--- src/rtl/spectrum_wr_sched_if.sv ---
// FFT magnitude stream in, spectrum FIFO write port out. The scheduler is the
// master of the FIFO write side; the FFT/FIFO environment uses the slave view.
interface spectrum_wr_sched_if #(
  parameter int DATA_W = 16,
  parameter int USED_W = 8
);
  logic [DATA_W-1:0] fft_data;
  logic              fft_sop;
  logic              fft_eop;
  logic              fft_valid;
  logic [USED_W-1:0] fifo_wrusedw;
  logic              fifo_full;
  logic              fifo_wr_req;
  logic [DATA_W-1:0] fifo_wr_data;

  modport master (
    input  fft_data, fft_sop, fft_eop, fft_valid, fifo_wrusedw, fifo_full,
    output fifo_wr_req, fifo_wr_data
  );

  modport slave (
    output fft_data, fft_sop, fft_eop, fft_valid, fifo_wrusedw, fifo_full,
    input  fifo_wr_req, fifo_wr_data
  );
endinterface

--- src/rtl/spectrum_wr_sched.sv ---
// Frame-decimating write scheduler: admits whole FFT frames into the spectrum
// FIFO, scales/saturates bins into bar lengths and pads short frames with zeros.
module spectrum_wr_sched #(
  parameter int              DATA_W      = 16,
  parameter int              NUM_BINS    = 64,
  parameter int              DECIM       = 4,
  parameter int              FIFO_DEPTH  = 256,
  parameter int              SCALE_SHIFT = 3,
  parameter logic [DATA_W-1:0] MAX_LEVEL = 16'd400
) (
  input  logic                 clk_50m,
  input  logic                 rst_n,
  input  logic                 enable,
  spectrum_wr_sched_if.master  bus,
  output logic                 frame_wr_done,
  output logic [15:0]          frames_written,
  output logic [15:0]          frames_dropped,
  output logic                 ovf_sticky,
  output logic                 err_sticky
);
  localparam int BIN_W   = (NUM_BINS > 1) ? $clog2(NUM_BINS) : 1;
  localparam int DEC_W   = (DECIM > 1) ? $clog2(DECIM) : 1;
  localparam int USED_W  = $clog2(FIFO_DEPTH);
  localparam int LAST_I  = NUM_BINS - 1;
  localparam int DLAST_I = DECIM - 1;
  localparam int ROOM_I  = FIFO_DEPTH - NUM_BINS;
  localparam logic [BIN_W-1:0]  LAST_BIN = LAST_I[BIN_W-1:0];
  localparam logic [DEC_W-1:0]  DEC_LAST = DLAST_I[DEC_W-1:0];
  localparam logic [USED_W:0]   ROOM     = ROOM_I[USED_W:0];

  typedef enum logic [2:0] {IDLE, ARM, CAPTURE, PAD, DRAIN, SKIP} state_t;

  function automatic logic [DATA_W-1:0] sat_scale(input logic [DATA_W-1:0] d);
    logic [DATA_W-1:0] s;
    s = d >> SCALE_SHIFT;
    return (s > MAX_LEVEL) ? MAX_LEVEL : s;
  endfunction

  state_t            state;
  logic [BIN_W-1:0]  bin_cnt;
  logic [DEC_W-1:0]  decim_cnt;
  logic              vld_p1;
  logic [DATA_W-1:0] data_p1;
  logic              last_p1;

  logic              sop_beat;
  logic              eop_beat;
  logic              room;
  logic [DATA_W-1:0] scaled_p0;

  assign sop_beat  = bus.fft_valid & bus.fft_sop;
  assign eop_beat  = bus.fft_valid & bus.fft_eop;
  assign room      = ({1'b0, bus.fifo_wrusedw} <= ROOM);
  assign scaled_p0 = sat_scale(bus.fft_data);

  assign bus.fifo_wr_req  = vld_p1;
  assign bus.fifo_wr_data = data_p1;

  // p0 -> p1: accepted beat becomes a FIFO write; p1 -> p2: frame completion
  always_ff @(posedge clk_50m or negedge rst_n) begin
    if (!rst_n) begin
      state          <= IDLE;
      bin_cnt        <= '0;
      decim_cnt      <= '0;
      vld_p1         <= 1'b0;
      data_p1        <= '0;
      last_p1        <= 1'b0;
      frame_wr_done  <= 1'b0;
      frames_written <= '0;
      frames_dropped <= '0;
      ovf_sticky     <= 1'b0;
      err_sticky     <= 1'b0;
    end else begin
      vld_p1        <= 1'b0;
      last_p1       <= 1'b0;
      frame_wr_done <= last_p1;
      if (last_p1) frames_written <= frames_written + 16'd1;
      if (vld_p1 && bus.fifo_full) ovf_sticky <= 1'b1;

      case (state)
        IDLE: if (enable) state <= ARM;

        ARM: begin
          if (!enable) begin
            state <= IDLE;
          end else if (sop_beat) begin
            decim_cnt <= (decim_cnt == DEC_LAST) ? '0 : decim_cnt + DEC_W'(1);
            if (decim_cnt == '0 && room) begin
              vld_p1  <= 1'b1;
              data_p1 <= scaled_p0;
              bin_cnt <= BIN_W'(1);
              state   <= bus.fft_eop ? PAD : CAPTURE;
            end else begin
              if (decim_cnt == '0) frames_dropped <= frames_dropped + 16'd1;
              if (!bus.fft_eop) state <= SKIP;
            end
          end
        end

        CAPTURE: begin
          if (sop_beat) begin
            // interrupting frame is abandoned; pad keeps the frame size fixed
            err_sticky <= 1'b1;
            state      <= PAD;
          end else if (bus.fft_valid) begin
            vld_p1  <= 1'b1;
            data_p1 <= scaled_p0;
            if (bin_cnt == LAST_BIN) begin
              last_p1 <= 1'b1;
              bin_cnt <= '0;
              state   <= bus.fft_eop ? ARM : DRAIN;
            end else begin
              bin_cnt <= bin_cnt + BIN_W'(1);
              if (bus.fft_eop) state <= PAD;
            end
          end
        end

        PAD: begin
          vld_p1  <= 1'b1;
          data_p1 <= '0;
          if (bin_cnt == LAST_BIN) begin
            last_p1 <= 1'b1;
            bin_cnt <= '0;
            state   <= ARM;
          end else begin
            bin_cnt <= bin_cnt + BIN_W'(1);
          end
        end

        DRAIN, SKIP: begin
          if (sop_beat) err_sticky <= 1'b1;
          if (eop_beat) state <= ARM;
        end

        default: state <= IDLE;
      endcase
    end
  end
endmodule

--- src/flat_wrapper.sv ---
// flat-port wrapper written by rule: the top's interface ports become plain ports
module spectrum_wr_sched_flat 
#(
  parameter int              DATA_W      = 16,
  parameter int              NUM_BINS    = 64,
  parameter int              DECIM       = 4,
  parameter int              FIFO_DEPTH  = 256,
  parameter int              SCALE_SHIFT = 3,
  parameter logic [DATA_W-1:0] MAX_LEVEL = 16'd400
)
  (clk_50m, rst_n, enable, frame_wr_done, frames_written, frames_dropped, ovf_sticky, err_sticky, bus_fft_data, bus_fft_sop, bus_fft_eop, bus_fft_valid, bus_fifo_wrusedw, bus_fifo_full, bus_fifo_wr_req, bus_fifo_wr_data);
  spectrum_wr_sched_if #(.DATA_W(DATA_W)) bus_i ();
  input  logic clk_50m;
  input  logic rst_n;
  input  logic enable;
  output logic frame_wr_done;
  output logic [15:0] frames_written;
  output logic [15:0] frames_dropped;
  output logic ovf_sticky;
  output logic err_sticky;
  input wire logic [$bits(bus_i.fft_data)-1:0] bus_fft_data;
  input wire logic [$bits(bus_i.fft_sop)-1:0] bus_fft_sop;
  input wire logic [$bits(bus_i.fft_eop)-1:0] bus_fft_eop;
  input wire logic [$bits(bus_i.fft_valid)-1:0] bus_fft_valid;
  input wire logic [$bits(bus_i.fifo_wrusedw)-1:0] bus_fifo_wrusedw;
  input wire logic [$bits(bus_i.fifo_full)-1:0] bus_fifo_full;
  output wire logic [$bits(bus_i.fifo_wr_req)-1:0] bus_fifo_wr_req;
  output wire logic [$bits(bus_i.fifo_wr_data)-1:0] bus_fifo_wr_data;
  assign bus_i.fft_data = bus_fft_data;
  assign bus_i.fft_sop = bus_fft_sop;
  assign bus_i.fft_eop = bus_fft_eop;
  assign bus_i.fft_valid = bus_fft_valid;
  assign bus_i.fifo_wrusedw = bus_fifo_wrusedw;
  assign bus_i.fifo_full = bus_fifo_full;
  assign bus_fifo_wr_req = bus_i.fifo_wr_req;
  assign bus_fifo_wr_data = bus_i.fifo_wr_data;
  spectrum_wr_sched #(.DATA_W(DATA_W), .NUM_BINS(NUM_BINS), .DECIM(DECIM), .FIFO_DEPTH(FIFO_DEPTH), .SCALE_SHIFT(SCALE_SHIFT), .MAX_LEVEL(MAX_LEVEL)) u_core (.clk_50m(clk_50m), .rst_n(rst_n), .enable(enable), .bus(bus_i), .frame_wr_done(frame_wr_done), .frames_written(frames_written), .frames_dropped(frames_dropped), .ovf_sticky(ovf_sticky), .err_sticky(err_sticky));
endmodule
--- config.mk ---
export PLATFORM = sky130hd
export DESIGN_NAME = spectrum_wr_sched_flat
export DESIGN_NICKNAME = d
export VERILOG_FILES = /design/src/rtl/spectrum_wr_sched_if.sv /design/src/rtl/spectrum_wr_sched.sv /design/src/flat_wrapper.sv
export SDC_FILE = /design/constraint.sdc
export NUM_CORES = 1
export LEC_CHECK = 0
export CORE_MARGIN = 2
export CORE_UTILIZATION = 50
export DETAILED_ROUTE_END_ITERATION = 8
export PLACE_DENSITY_LB_ADDON = 0.1
export SETUP_SLACK_MARGIN = 0.1
export SLEW_MARGIN = 0
export SYNTH_ARGS = -nofsm -noshare
export SYNTH_HDL_FRONTEND = slang
export SYNTH_SLANG_ARGS = --single-unit
--- constraint.sdc ---
create_clock -name clk_50m -period 3.5 [get_ports clk_50m]
set_clock_uncertainty 0.1 [all_clocks]
set_input_delay 0.875 -clock clk_50m [delete_from_list [all_inputs] [get_ports clk_50m]]
set_output_delay 0.875 -clock clk_50m [all_outputs]
set_load 0.02 [all_outputs]
==> After elaboration in Yosys (flattened, before gate mapping) <==
Cells that the tools add are included.
{ "totals": {"reg_bits": 64, "inputBits": 31, "output_inout_bits": 52, "word_cells": 90} }
{ "classes": {"n_addsub": 4, "n_lt_le_gt_ge": 2, "n_eq_ne": 19, "n_mux": 39, "n_bitwise": 3, "reduce_logical": 12} }
{ "ops": {"columns": ["cell", "n"], "rows": [
  ["$mux W16", 5],
  ["$pmux W16 S3", 1],
  ["$mux W3", 12],
  ["$mux W6", 6],
  ["$add A16 B1 Y16 const B", 2],
  ["$pmux W6 S3", 1],
  ["$pmux W3 S5", 1],
  ["$gt A13 B9 Y1 const B", 1],
  ["$mux W13", 1],
  ["$mux W1", 9],
  ["$le A8 B8 Y1 const B", 1],
  ["$ne A2 B1 Y1 const B", 4],
  ["$ne A2 B2 Y1 const B", 4],
  ["$reduce_and A7 Y1", 1],
  ["$add A6 B1 Y6 const B", 1],
  ["$eq A3 B2 Y1 const B", 2],
  ["$eq A3 B3 Y1 const B", 2],
  ["$eq A6 B6 Y1 const B", 1],
  ["$ne A3 B2 Y1 const B", 2],
  ["$reduce_and A6 Y1", 1],
  ["$reduce_and A5 Y1", 1],
  ["$ne A4 B2 Y1 const B", 1],
  ["$ne A4 B3 Y1 const B", 1],
  ["$eq A3 B1 Y1 const B", 1],
  ["other kinds (15)", 17]
]} }

==> Depth between registers and ports, before layout <==
Gate-level depths: netlist of the first run.
{ "logic_depth": {"depth_word": 6, "depth_mapped": 8, "ltp_nobuf": 7} }

==> Worst setup path after synthesis of the first run <==
No wires, ideal clock.
{ "synth_path": {"path_type": "input -> register", "start": "input port bus_fifo_wrusedw[0]", "end": "register u_core.bin_cnt[4]", "setup_ns": 0.069, "arrival_ns": 2.387, "required_time_ns": 3.331, "slack_ns": 0.944, "stages": 5, "path_buffers": 0, "cell_sequence": "or4_4 -> o311ai_4 -> a31oi_1 -> or4_1 -> nand3_1"} }
{ "synth_via": {"elab_chain_len": 4} }
{ "synth_lines": {"columns": ["item", "line_no", "text"], "rows": [
  ["start, declared", "flat_wrapper.sv:25", "input wire logic [$bits(bus_i.fifo_wrusedw)-1:0] bus_fifo_wrusedw;"],
  ["$le A8 B8 Y1", "spectrum_wr_sched.sv:53", "assign room = ({1'b0, bus.fifo_wrusedw} <= ROOM);"],
  ["$logic_and A1 B1 Y1", "spectrum_wr_sched.sv:88", "if (decim_cnt == '0 && room) begin"],
  ["$ne A2 B1 Y1 (no source line)", null, null],
  ["$reduce_and A6 Y1 (no source line)", null, null],
  ["end signal, assigned", "spectrum_wr_sched.sv:113", "bin_cnt <= bin_cnt + BIN_W'(1);"],
  ["end signal, assigned", "spectrum_wr_sched.sv:127", "bin_cnt <= bin_cnt + BIN_W'(1);"],
  ["end, declared", "spectrum_wr_sched.sv:40", "logic [BIN_W-1:0] bin_cnt;"]
]} }
No other way between the ends.
A chain may end at the register's enable or synchronous reset.

==> Worst setup path after layout of the first run <==
Ends and elaborated chain as after synthesis.

==> flow_summary.json, run 1 <==
{
  "finalCritPeriodShare": 0.826,
  "cp_top_family": "simple AND/OR/NAND/NOR gates",
  "synth-warning-count": 0,
  "gp_congestion": 0.864,
  "fin_tns_setup_ns": 0,
  "dieHeight_um": 80.0,
  "grt.met1_usage": 0.257,
  "die_area_um2": 6410,
  "rrSetupSlack_ns": 1.20,
  "utilization": 0.707,
  "p_per_area_nw_per_um2": 532,
  "end_kind": "flop",
  "drc": 0,
  "cp-endpoint": "u_core.bin_cnt[4]",
  "power.switching_mw": 0.644,
  "ys_types": 48,
  "leakagePower_nw": 1.77,
  "cts-buffers-inserted": 9,
  "synth.cell_area_um2": 2890,
  "synth_edf_count": 0,
  "synthCells": 279,
  "r2r-start": "u_core.decim_cnt[0]",
  "cp.depth": 6,
  "dr.pass1.iters": 4,
  "postSynthAreaPerCell_um2": 10.4,
  "antenna_found_initial": 0,
  "io_pins": 83,
  "synth_seq_cells": 61,
  "hold_viol_final": 0,
  "cts_hold_buf": 0,
  "holdWs_ns": 0.359,
  "drive_gt1_frac": 0.0658,
  "final_cells": 437,
  "grt_pass1_vias": 2227,
  "die_w_um": 80.0,
  "r2r_end": "u_core.frames_dropped[8]",
  "htreeDepth": 3,
  "synth_ff_type": "dfrtp_1",
  "wl_um": 5810,
  "insertion_delay_ns": 0.33,
  "path_cells": "clkdlybuf4s50_1 -> or4_4 -> o311ai_4 -> a31oi_2 -> or4_1 -> nand3_1",
  "rows": 27,
  "port_buffers": 76,
  "slew_violations": 0,
  "dpl.hpwl_um": 4320,
  "total_power_mw": 2.08,
  "clock-sinks": 61,
  "track_usage": 0.204,
  "min_period_ns": 2.89,
  "wire_per_inst_um": 13.3,
  "comb_power_share": 0.257,
  "mostFrequentLayoutCells": "clkdlybuf4s50_1 (75), dfrtp_1 (61), nand2_1 (34)",
  "syn_to_final_growth_pct": 35.5,
  "start_util": 0.522,
  "grt.overflow.total": 0,
  "ir_drop_mv": 0.360,
  "cp_data_arrival_time_ns": 3.06,
  "grt_max_degree": 38,
  "cp_slowest_stage_delay_ns": 0.54,
  "internal-power_mw": 1.44,
  "synth-seq-area-share": 0.528,
  "viasPerCell": 5.29,
  "busiest_layer": "met2",
  "reg2reg_depth": 7,
  "path_clk_slew_ns": 0.07,
  "relSlewSlack": 0.474,
  "grtUsageMet3": 0.0452,
  "num_vias": 2310,
  "critPathBufInv": 1,
  "max_freq_ghz": 0.346,
  "p_sw_frac": 0.309,
  "grt_setup_unrepaired": "no",
  "start_kind": "primary input",
  "nNetsFinal": 396,
  "status": "complete, no violations",
  "final_common_cell": "clkdlybuf4s50_1",
  "hold_path_class": "flop to flop",
  "critPathLaunch": "bus_fifo_wrusedw[0]",
  "slowest_stage": "or4_4",
  "post_cts_buffers": 0,
  "drt_iter0_markers": 141,
  "cts_tree": "done",
  "worstMarginPinSlew_ns": 0.778,
  "ctsRootBufferMaster": "clkbuf_8",
  "required_ns": 3.67,
  "pwr-share-clk": 0.312,
  "async_flop_share": 1.00,
  "worstPathMaxFanout": 8,
  "maxCapViolCount": 0,
  "place_inst": 421,
  "drtAntennaViolNets": 0,
  "cts.path.max_buffers": 2,
  "fp.coreArea_um2": 5540,
  "ctsResizeCount": 0,
  "holdPathStages": 0,
  "n_antenna_cell": 0,
  "seq_power_share": 0.431,
  "setup_viol": 0,
  "grt_pass1_wl_um": 10100,
  "use_met2": 0.332,
  "worstSetupPathType": "primary input to flop"
}
## worst reg2reg max path, stage by stage (launching register included)
cell and delay (ns):
dfrtp_1 0.41, inv_1 0.09, ha_1 0.27, inv_1 0.06, or3_1 0.43, nor3_1 0.45
and4_1 0.27, xor2_1 0.16
## cell usage after synthesis, drive strengths merged (5+ instances only)
library cell,number,area share
dfrtp,61,0.53
nand2,34,0.044
xnor2,18,0.055
nor2,16,0.021
o21ai,15,0.026
inv,14,0.018
nand3,12,0.021
xor2,12,0.036
and3,8,0.017
nand4,8,0.017
o31ai,8,0.021
and2,6,0.013
buf,6,0.015
ha,5,0.022
## final cells by class
class / count / area (µm²)
repair buffers: 78 / 771
well taps: 72 / 90.1
clock buffers: 13 / 169
multi-input cells: 196 / 1270
inverters: 14 / 52.6
fillers: 446 / 1620
clock inverters: 3 / 42.5
flip-flops and latches: 61 / 1530
## how the worst min path moves through the flow
stage,from,endpoint
floorplan,u_core.last_p1,u_core.frame_wr_done
global placement,u_core.ovf_sticky,u_core.ovf_sticky
detailed placement,u_core.ovf_sticky,u_core.ovf_sticky
CTS,u_core.last_p1,u_core.frame_wr_done
global route,u_core.last_p1,u_core.frame_wr_done
finish,u_core.last_p1,u_core.frame_wr_done
## state kept, by name (all words and copies together) (netlist names)
register / flops
u_core.state: 3
u_core.last_p1: 1
u_core.err_sticky: 1
u_core.frame_wr_done: 1
u_core.frames_written: 16
u_core.decim_cnt: 2
u_core.frames_dropped: 16
u_core.bus.fifo_wr_req: 1
u_core.ovf_sticky: 1
u_core.bus.fifo_wr_data: 13
u_core.bin_cnt: 6
## layer usage
metal / wire length (µm) / vias up / part of all wire
met5: 0 / - / 0
met4: 105 / 0 / 0.018
met3: 252 / 10 / 0.043
met2: 2860 / 59 / 0.49
met1: 2590 / 1100 / 0.45
li1: - / 1141 / -
## metrics by stage
step	setup WS, ns	instance area (µm²)
floorplan	0.944	2900
global placement	0.272	3710
detailed placement	0.268	3710
CTS	0.614	3920
global route	0.524	3920
finish	0.608	3920
## power by group through the flow
stage	combinational (mW)	sequential, mW	clock (mW)
after floorplan	0.308	0.929	0
after global placement	0.531	0.906	0
after detailed placement	0.541	0.907	0
after CTS	0.542	0.896	0.666
after global routing	0.603	0.916	0.697
final	0.536	0.897	0.650
## logic make-up after synthesis
kind of cell,after synthesis,synth area share
simple gates,109,0.196
compound gates,46,0.113
other cells,1,0.00130
xor+xnor,30,0.0909
mux,3,0.0117
buf+inv,24,0.0385
flops,61,0.528
fa+ha+maj,5,0.0216
(Power assumes the default switching activity.)
==> inputs of run 2 (changes only) <==
--- a/config.mk
+++ b/config.mk
@@ -6,7 +6,7 @@
 export NUM_CORES = 1
 export LEC_CHECK = 0
 export CORE_MARGIN = 2
-export CORE_UTILIZATION = 50
+export CORE_UTILIZATION = 47
 export DETAILED_ROUTE_END_ITERATION = 8
 export PLACE_DENSITY_LB_ADDON = 0.1
 export SETUP_SLACK_MARGIN = 0.1
==> constraint.sdc (replaced) <==
create_clock -name clk_50m -period 2.79 [get_ports clk_50m]
set_clock_uncertainty 0.1 [all_clocks]
set_input_delay 0.6975 -clock clk_50m [delete_from_list [all_inputs] [get_ports clk_50m]]
set_output_delay 0.6975 -clock clk_50m [all_outputs]
set_load 0.02 [all_outputs]
==> run 2 against run 1 <==
Net effect: critical path depth grew 1; setup slack lost 0.34 ns; non-clock buffer count grew 12; sequential power grew 26%; die area grew 6.1%; combinational power grew 30%; flip-flop and latch count is the same; clock-buffer cell count shrank 2; clock power grew 27%; wire length grew 4.4%.
==> flow_summary.json, run 2 (same netlist as run 1, synthesis figures left out) <==
{
  "grt_pass1_vias": 2213,
  "fp.coreArea_um2": 5920,
  "cts-buffers-inserted": 9,
  "track_usage": 0.199,
  "worstPathMaxFanout": 28,
  "leakagePower_nw": 1.82,
  "finalCritPeriodShare": 0.904,
  "start_util": 0.488,
  "cp_slowest_stage_delay_ns": 0.54,
  "path_cells": "clkdlybuf4s50_1 -> or4_4 -> o311ai_4 -> a31oi_2 -> buf_4 -> o21ai_0 -> o31ai_1",
  "worstMarginPinSlew_ns": 0.507,
  "place_inst": 436,
  "critPathBufInv": 2,
  "drt_iter0_markers": 107,
  "ctsRootBufferMaster": "clkbuf_8",
  "final_cells": 452,
  "die_w_um": 82.4,
  "n_antenna_cell": 0,
  "grt.overflow.total": 0,
  "relSlewSlack": 0.658,
  "required_ns": 2.91,
  "post_cts_buffers": 0,
  "drtAntennaViolNets": 0,
  "ir_drop_mv": 0.416,
  "final_common_cell": "clkdlybuf4s50_1",
  "viasPerCell": 5.21,
  "insertion_delay_ns": 0.35,
  "drc": 0,
  "dpl.hpwl_um": 4340,
  "worstSetupPathType": "primary input to flop",
  "die_area_um2": 6800,
  "dpl_cell_area_um2": 3800,
  "max_freq_ghz": 0.396,
  "hold_viol_final": 0,
  "cp_data_arrival_time_ns": 2.64,
  "port_buffers": 76,
  "dr.pass1.iters": 4,
  "ctsResizeCount": 0,
  "clock-sinks": 61,
  "end_kind": "flop",
  "dieHeight_um": 82.4,
  "min_period_ns": 2.52,
  "mostFrequentLayoutCells": "clkdlybuf4s50_1 (75), dfrtp_1 (61), nand2_1 (34)",
  "start_kind": "primary input",
  "total_power_mw": 2.65,
  "syn_to_final_growth_pct": 38.7,
  "finalInstanceArea_um2": 4010,
  "antenna_found_initial": 0,
  "maxCapViolCount": 0,
  "htreeDepth": 3,
  "slowest_stage": "or4_4",
  "cts_hold_buf": 0,
  "setup_viol": 0,
  "utilization": 0.678,
  "wire_per_inst_um": 13.4,
  "hold_path_class": "primary input to async pin",
  "rows": 28,
  "cp_top_family": "compound AO/OA/AOI/OAI gates",
  "gp_congestion": 0.771,
  "place_ws_ns": -0.120,
  "status": "complete, no violations",
  "cts.path.max_buffers": 2,
  "drive_gt1_frac": 0.0981,
  "path_clk_slew_ns": 0.07,
  "wl_um": 6060,
  "cts_tree": "done",
  "num_vias": 2355,
  "io_pins": 83,
  "grt_max_degree": 36,
  "grt_setup_unrepaired": "no",
  "nNetsFinal": 408,
  "p_per_area_nw_per_um2": 661,
  "finalWorstSetupSlack_ns": 0.267,
  "grt_pass1_wl_um": 10100,
  "slew_violations": 0
}
[run 2: cell count changes in the layout (fill, tap and decap cells not counted)]
cell | previous run | this run
buf_4 | 2 | 14
clkbuf_1 | 1 | 0
clkbuf_8 | 12 | 11
clkinv_4 | 0 | 1
clkinvlp_4 | 1 | 2
[run 2: final cells by class]
cell class	count	area [µm²]
clock buffer	11	151
timing repair buffer	90	861
fill	472	1910
tap	75	93.8
clock inverter	5	58.8
multi-input combinational	196	1270
sequential	61	1530
inverter	14	52.6
[run 2: metal layers]
layer | vias up | wire length (µm) | track usage
met5 | - | 0 | 0
met3 | 8 | 398 | 0.0652
li1 | 1162 | - | -
met1 | 1115 | 2780 | 0.261
met4 | 0 | 80 | 0.0750
met2 | 70 | 2800 | 0.306
[run 2: power breakdown]
part	internal [mW]	leakage [nW]	switching (mW)	total, mW
logic	0.345	0.902	0.354	0.699
clock network	0.461	0.102	0.366	0.827
registers	1.00	0.819	0.124	1.13
total	1.81	1.82	0.844	2.65
[run 2: through the flow]
step                      hold slack [ns]  TNS, ns
final                               0.245        0
after global routing                0.278        0
after CTS                           0.251        0
after detailed placement            0.347   -0.792
after global placement              0.338   -0.242
after floorplan                     0.302        0
[run 2: final timing paths]
path / startpoint / to / slack (ns) / cells after the start
worst max-delay path: bus_fifo_wrusedw[0] / u_core.bin_cnt[3] / 0.27 / 7
min in group clk_50m: u_core.ovf_sticky / u_core.ovf_sticky / 0.36 / 1
worst min register to register: u_core.ovf_sticky / u_core.ovf_sticky / 0.36 / 1
max in group asynchronous: rst_n / u_core.bus.fifo_wr_data[4] / 1.98 / 2
worst max register to register: u_core.decim_cnt[0] / u_core.frames_dropped[10] / 0.67 / 8
worst min-delay path: rst_n / u_core.frames_written[11] / 0.25 / 2
[run 2: worst register-to-register path: stages (launching register included)]
cell and delay, ns:
dfrtp_1 0.41, inv_1 0.08, ha_1 0.25, inv_1 0.05, or3_1 0.41, nor3_1 0.31, buf_4 0.18, nand3_1 0.09
xnor2_1 0.13
